--- src/rtl/shift_rotate_unit_pkg.sv ---
// -----------------------------------------------------------------------------
// shift_rotate_pkg
// Shared definitions for the shift/rotate register:
//   - MODE_* : 3-bit operation codes (101..111 are reserved)
//   - state_t: controller states (idle / shifting)
//   - mode_is_valid(): true for the five implemented operation codes
// -----------------------------------------------------------------------------
package shift_rotate_pkg;

    localparam logic [2:0] MODE_SLL = 3'b000;
    localparam logic [2:0] MODE_SRL = 3'b001;
    localparam logic [2:0] MODE_SRA = 3'b010;
    localparam logic [2:0] MODE_ROL = 3'b011;
    localparam logic [2:0] MODE_ROR = 3'b100;

    typedef enum logic [0:0] {
        ST_IDLE  = 1'b0,
        ST_SHIFT = 1'b1
    } state_t;

    // Reserved codes sit above ROR, so a single compare separates them.
    function automatic logic mode_is_valid(input logic [2:0] m);
        return (m <= MODE_ROR);
    endfunction

endpackage

--- src/rtl/shift_rotate_unit_step.sv ---
// -----------------------------------------------------------------------------
// shift_step
// Purely combinational single-bit step of the shift/rotate register.
// Ports:
//   q_in    in  WIDTH  current register value
//   mode    in  3      operation code (see shift_rotate_pkg)
//   q_out   out WIDTH  value after one step
//   bit_out out 1      bit leaving the register on this step
// Reserved codes pass the value through and report a zero bit; the top level
// never steps with a reserved code, so this is only a safe fallback.
// -----------------------------------------------------------------------------
module shift_step
    import shift_rotate_pkg::*;
#(
    parameter int WIDTH = 8
) (
    input  logic [WIDTH-1:0] q_in,
    input  logic [2:0]       mode,
    output logic [WIDTH-1:0] q_out,
    output logic             bit_out
);

    // One-position move in the direction and fill selected by mode.
    always_comb begin
        q_out   = q_in;
        bit_out = 1'b0;
        case (mode)
            MODE_SLL: begin
                q_out   = {q_in[WIDTH-2:0], 1'b0};
                bit_out = q_in[WIDTH-1];
            end
            MODE_SRL: begin
                q_out   = {1'b0, q_in[WIDTH-1:1]};
                bit_out = q_in[0];
            end
            MODE_SRA: begin
                q_out   = {q_in[WIDTH-1], q_in[WIDTH-1:1]};
                bit_out = q_in[0];
            end
            MODE_ROL: begin
                q_out   = {q_in[WIDTH-2:0], q_in[WIDTH-1]};
                bit_out = q_in[WIDTH-1];
            end
            MODE_ROR: begin
                q_out   = {q_in[0], q_in[WIDTH-1:1]};
                bit_out = q_in[0];
            end
            default: begin
                q_out   = q_in;
                bit_out = 1'b0;
            end
        endcase
    end

endmodule

--- src/rtl/shift_rotate_unit.sv ---
// -----------------------------------------------------------------------------
// shift_rotate_unit
// WIDTH-bit register that can be parallel-loaded and then shifted or rotated
// one bit position per clock for a programmable number of steps.
// Ports:
//   clock     in  1      rising-edge clock
//   reset     in  1      synchronous active-high reset (aborts any operation)
//   load      in  1      parallel load request, honoured only when idle
//   load_data in  WIDTH  value loaded into q
//   start     in  1      operation request, honoured only when idle and !load
//   mode      in  3      SLL/SRL/SRA/ROL/ROR (101..111 reserved)
//   amount    in  AMT_W  number of single-bit steps
//   q         out WIDTH  register contents
//   carry     out 1      bit moved out on the last step of the latest operation
//   busy      out 1      high while stepping
//   done      out 1      one-cycle completion pulse
// All outputs come straight from flops.
// -----------------------------------------------------------------------------
module shift_rotate_unit
    import shift_rotate_pkg::*;
#(
    parameter  int WIDTH = 8,
    localparam int AMT_W = $clog2(WIDTH)
) (
    input  logic             clock,
    input  logic             reset,
    input  logic             load,
    input  logic [WIDTH-1:0] load_data,
    input  logic             start,
    input  logic [2:0]       mode,
    input  logic [AMT_W-1:0] amount,
    output logic [WIDTH-1:0] q,
    output logic             carry,
    output logic             busy,
    output logic             done
);

    localparam logic [AMT_W-1:0] AMT_ZERO = AMT_W'(0);
    localparam logic [AMT_W-1:0] AMT_ONE  = AMT_W'(1);

    state_t           state_r;
    state_t           state_nxt_s;
    logic [AMT_W-1:0] cnt_r;
    logic [AMT_W-1:0] cnt_nxt_s;
    logic [2:0]       mode_r;
    logic [2:0]       mode_nxt_s;
    logic [WIDTH-1:0] q_r;
    logic [WIDTH-1:0] q_nxt_s;
    logic             carry_r;
    logic             carry_nxt_s;
    logic             busy_r;
    logic             busy_nxt_s;
    logic             done_r;
    logic             done_nxt_s;

    logic [WIDTH-1:0] step_q_s;
    logic             step_bit_s;

    // Steps always use the latched mode so input changes mid-operation are inert.
    shift_step #(
        .WIDTH (WIDTH)
    ) u_step (
        .q_in    (q_r),
        .mode    (mode_r),
        .q_out   (step_q_s),
        .bit_out (step_bit_s)
    );

    // Next-state logic: command acceptance in idle, stepping and count-down in shift.
    always_comb begin
        state_nxt_s = state_r;
        cnt_nxt_s   = cnt_r;
        mode_nxt_s  = mode_r;
        q_nxt_s     = q_r;
        carry_nxt_s = carry_r;
        busy_nxt_s  = busy_r;
        done_nxt_s  = 1'b0;
        case (state_r)
            ST_IDLE: begin
                busy_nxt_s = 1'b0;
                if (load) begin
                    // Load wins over a simultaneous start; the start is dropped.
                    q_nxt_s = load_data;
                end else if (start) begin
                    mode_nxt_s = mode;
                    if ((amount == AMT_ZERO) || !mode_is_valid(mode)) begin
                        // Nothing to do: report completion with a clear carry.
                        carry_nxt_s = 1'b0;
                        done_nxt_s  = 1'b1;
                    end else begin
                        cnt_nxt_s   = amount;
                        state_nxt_s = ST_SHIFT;
                        busy_nxt_s  = 1'b1;
                    end
                end else begin
                    q_nxt_s = q_r;
                end
            end
            ST_SHIFT: begin
                q_nxt_s     = step_q_s;
                carry_nxt_s = step_bit_s;
                cnt_nxt_s   = cnt_r - AMT_ONE;
                if (cnt_r == AMT_ONE) begin
                    // This edge performs the last step.
                    state_nxt_s = ST_IDLE;
                    busy_nxt_s  = 1'b0;
                    done_nxt_s  = 1'b1;
                end else begin
                    state_nxt_s = ST_SHIFT;
                    busy_nxt_s  = 1'b1;
                end
            end
            default: begin
                state_nxt_s = ST_IDLE;
                cnt_nxt_s   = AMT_ZERO;
                busy_nxt_s  = 1'b0;
            end
        endcase
    end

    // State and output registers with synchronous reset.
    always_ff @(posedge clock) begin
        if (reset) begin
            state_r <= ST_IDLE;
            cnt_r   <= AMT_ZERO;
            mode_r  <= MODE_SLL;
            q_r     <= {WIDTH{1'b0}};
            carry_r <= 1'b0;
            busy_r  <= 1'b0;
            done_r  <= 1'b0;
        end else begin
            state_r <= state_nxt_s;
            cnt_r   <= cnt_nxt_s;
            mode_r  <= mode_nxt_s;
            q_r     <= q_nxt_s;
            carry_r <= carry_nxt_s;
            busy_r  <= busy_nxt_s;
            done_r  <= done_nxt_s;
        end
    end

    assign q     = q_r;
    assign carry = carry_r;
    assign busy  = busy_r;
    assign done  = done_r;

endmodule

--- config.mk ---
export PLATFORM = sky130hd
export DESIGN_NAME = shift_rotate_unit
export DESIGN_NICKNAME = d
export VERILOG_FILES = /design/src/rtl/shift_rotate_unit_pkg.sv /design/src/rtl/shift_rotate_unit_step.sv /design/src/rtl/shift_rotate_unit.sv
export SDC_FILE = /design/constraint.sdc
export NUM_CORES = 1
export LEC_CHECK = 0
export ABC_AREA = 0
export CAP_MARGIN = 20
export CORE_MARGIN = 4
export CORE_UTILIZATION = 29
export CTS_CLUSTER_DIAMETER = 100
export CTS_CLUSTER_SIZE = 14
export DETAILED_ROUTE_END_ITERATION = 10
export GPL_TIMING_DRIVEN = 0
export HOLD_SLACK_MARGIN = 0.08
export SYNTH_ARGS = -nofsm -noshare
export SYNTH_HDL_FRONTEND = slang
export SYNTH_SLANG_ARGS = --single-unit
export TNS_END_PERCENT = 50
--- constraint.sdc ---
create_clock -name clock -period 1.8 [get_ports clock]
set_clock_uncertainty 0.15 [all_clocks]
set_input_delay 0.36 -clock clock [delete_from_list [all_inputs] [get_ports clock]]
set_output_delay 0.36 -clock clock [all_outputs]
set_load 0.02 [all_outputs]
==> impl_metrics.json <==
{
  "die_height_um": 67.9,
  "hold_viol_final": 0,
  "path_cells": "clkdlybuf4s50_1 -> o21a_1 -> or3_4 -> a221oi_1 -> a211oi_1",
  "yosysUniqueCellTypes": 33,
  "cp_top_family": "compound AO/OA/AOI/OAI gates",
  "grt_use_total_pct": 12.9,
  "grt_start_max_net_pins": 12,
  "syn_inst": 122,
  "slew_violations": 0,
  "combPwrFrac_pct": 28.8,
  "cpPeakStageDelay_ns": 0.43,
  "final-setup-viol-count": 0,
  "synth_seq_cells": 17,
  "cap_violations": 0,
  "synthArstFlopShare_pct": 0,
  "power.share.clock_pct": 24.2,
  "clk_path_buf_depth": 2,
  "fin_tns_setup_ns": 0,
  "grt_pass1_vias": 978,
  "seqPwrFrac_pct": 47.0,
  "postCtsSetupBuffers": 0,
  "clkTransAtPathRegs_ns": 0.11,
  "syn_avg_cell_area_um2": 8.52,
  "power_uw": 922,
  "fmax_mhz": 564,
  "dp_cells": 195,
  "critical_path.startpoint": "mode[1]",
  "hold_buffers": 0,
  "cts_inserted_buffers": 3,
  "status": "finished clean",
  "grt_pass1_wl_um": 4510,
  "drtAntennaViolNets": 0,
  "swShare_pct": 33.0,
  "slowest_stage": "or3_4",
  "fin_cells": 198,
  "reg2reg_from": "mode_r[2]",
  "layout.nets": 173,
  "antenna_found_initial": 0,
  "crit_fanout": 5,
  "place_hpwl_um": 2010,
  "coreArea_um2": 3390,
  "n_fill_cell": 335,
  "wl_per_cell_um": 14.0,
  "hold_start": "reset",
  "p_int_uw": 618,
  "period_needed_ns": 1.77,
  "routed_wl_um": 2770,
  "cp.required_ns": 1.83,
  "viasPerCell": 5.23,
  "worstMarginPinSlew_ns": 0.510,
  "cts_root_buf": "clkbuf_4",
  "areaGrowthSynthToFinish_pct": 35.9,
  "die_w_um": 67.9,
  "vias": 1035,
  "switchingPower_uw": 305,
  "leakagePower_uw": 0.000536,
  "die_area_um2": 4610,
  "cp-start-kind": "input pin",
  "crit_path_end_kind": "flop",
  "final_cell_mix": "17 x clkdlybuf4s50_1, 16 x dfxtp_1, 14 x nor2_1",
  "cts_htree_levels": 1,
  "syn-cell-area_um2": 1040,
  "initial_core_util_pct": 30.7,
  "finalCritPeriodShare_pct": 98.5,
  "post-route-drc-count": 0,
  "crit_arrival_ns": 1.80,
  "ir_drop_mv": 0.171,
  "final_common_cell": "clkdlybuf4s50_1",
  "critPathKind": "input pin to flop",
  "drtIter0Drc": 73,
  "n_antenna_cell": 0,
  "syn-num-nets": 142,
  "ios": 29,
  "drive_gt1_share_pct": 13.8,
  "synth-edff-count": 0,
  "ys.warnings.count": 0,
  "ys.flop_type": "dfxtp_1",
  "cts_sinks": 17,
  "power.density_nw_per_um2": 653,
  "dr.pass1.iters": 4,
  "crit_buf_inv": 1,
  "rows": 21,
  "cts_tree": "built",
  "portBuffers": 27,
  "hp-class": "input pin to flop",
  "grt.overflow.total": 0,
  "synth.yosys.seq_area_share_pct": 32.7,
  "clk_latency_ns": 0.30,
  "gp_congestion": 0.812,
  "relSlewSlack_pct": 66.0
}
-- Yosys cell counts (all sizes together), types with 2 or more instances --
library cell / number / area, um^2
a221oi: 2 / 17.5
inv: 2 / 7.51
o21a: 3 / 22.5
mux2i: 4 / 40.0
nand3: 2 / 10.0
clkbuf: 4 / 15.0
a211oi: 9 / 67.6
or4: 6 / 45.0
nor2: 14 / 52.6
buf: 6 / 48.8
o21ai: 5 / 25.0
nand2: 7 / 26.3
a21oi: 6 / 30.0
o211ai: 9 / 67.6
dfxtp: 17 / 340
ha: 2 / 25.0
a21boi: 6 / 45.0
nor3: 5 / 47.5
-- timing repair --
action,in CTS,in global routing
setup endpoints to repair,9,11
pin swaps,0,1
hold endpoints to repair,0,0
gates resized for setup,9,9
-- routing by layer --
| layer | vias up | GRT usage [%] | wire, um |
|---|---|---|---|
| li1 | 521 | - | - |
| met1 | 484 | 17.6 | 1300 |
| met2 | 26 | 20.2 | 1290 |
| met3 | 4 | 1.81 | 119 |
| met4 | 0 | 5.96 | 49 |
| met5 | - | 0 | 0 |
-- registers in the layout (all words and copies together) (netlist names) --
register  count
busy          1
carry         1
cnt_r         3
done          1
mode_r        3
q             8
-- logic make-up (layout without fill, tap and decap cells) --
logic type                 count (synthesis)  count (layout)  share of synthesized area (%)
buffers and inverters                     13              43                           7.22
muxes                                      5               5                           4.93
xor gates and xnor gates                   1               1                          0.843
AOI/OAI and AO/OA                         46              46                           31.6
DFF                                       17              17                           32.7
adders and majority gates                  2               2                           2.41
and+or+nand+nor                           38              38                           20.2
-- cell type report --
type / count / area, um^2 / area share, %
Buffer: 9 / 58.8 / 4.16
Clock buffer: 3 / 22.5 / 1.59
Clock inverter: 1 / 7.51 / 0.531
Inverter: 3 / 11.3 / 0.797
Multi-Input combinational cell: 92 / 648 / 45.9
Sequential cell: 17 / 342 / 24.2
Tap cell: 46 / 57.6 / 4.07
Timing Repair Buffer: 27 / 265 / 18.8
-- power by group through the flow --
stage                     sequential, uW  combinational, uW  clock, uW
after CTS                            434                261        229
after global placement               441                268          0
after detailed placement             443                270          0
after floorplan                      460                139          0
final                                434                265        223
after global routing                 438                295        251
-- stage by stage --
step	utilization, %	hold slack (ns)	area (um^2)	setup WS (ns)
after floorplan	-	0.320	1040	0.173
after global placement	40.3	0.331	1370	-0.351
after detailed placement	40.3	0.338	1370	-0.359
after CTS	41.0	0.309	1390	0.00712
after global routing	41.7	0.351	1410	-0.00147
final	41.7	0.312	1410	0.0269
-- final timing paths --
| check | endpoint | slack [ns] | cells past startpoint |
|---|---|---|---|
| worst max-delay path | cnt_r[1] | 0.03 | 5 |
| worst min-delay path | q[3] | 0.31 | 2 |
| worst max register to register | q[3] | 0.07 | 6 |
| worst min register to register | carry | 0.35 | 2 |
Note: power is estimated with default switching activity, not from simulation.
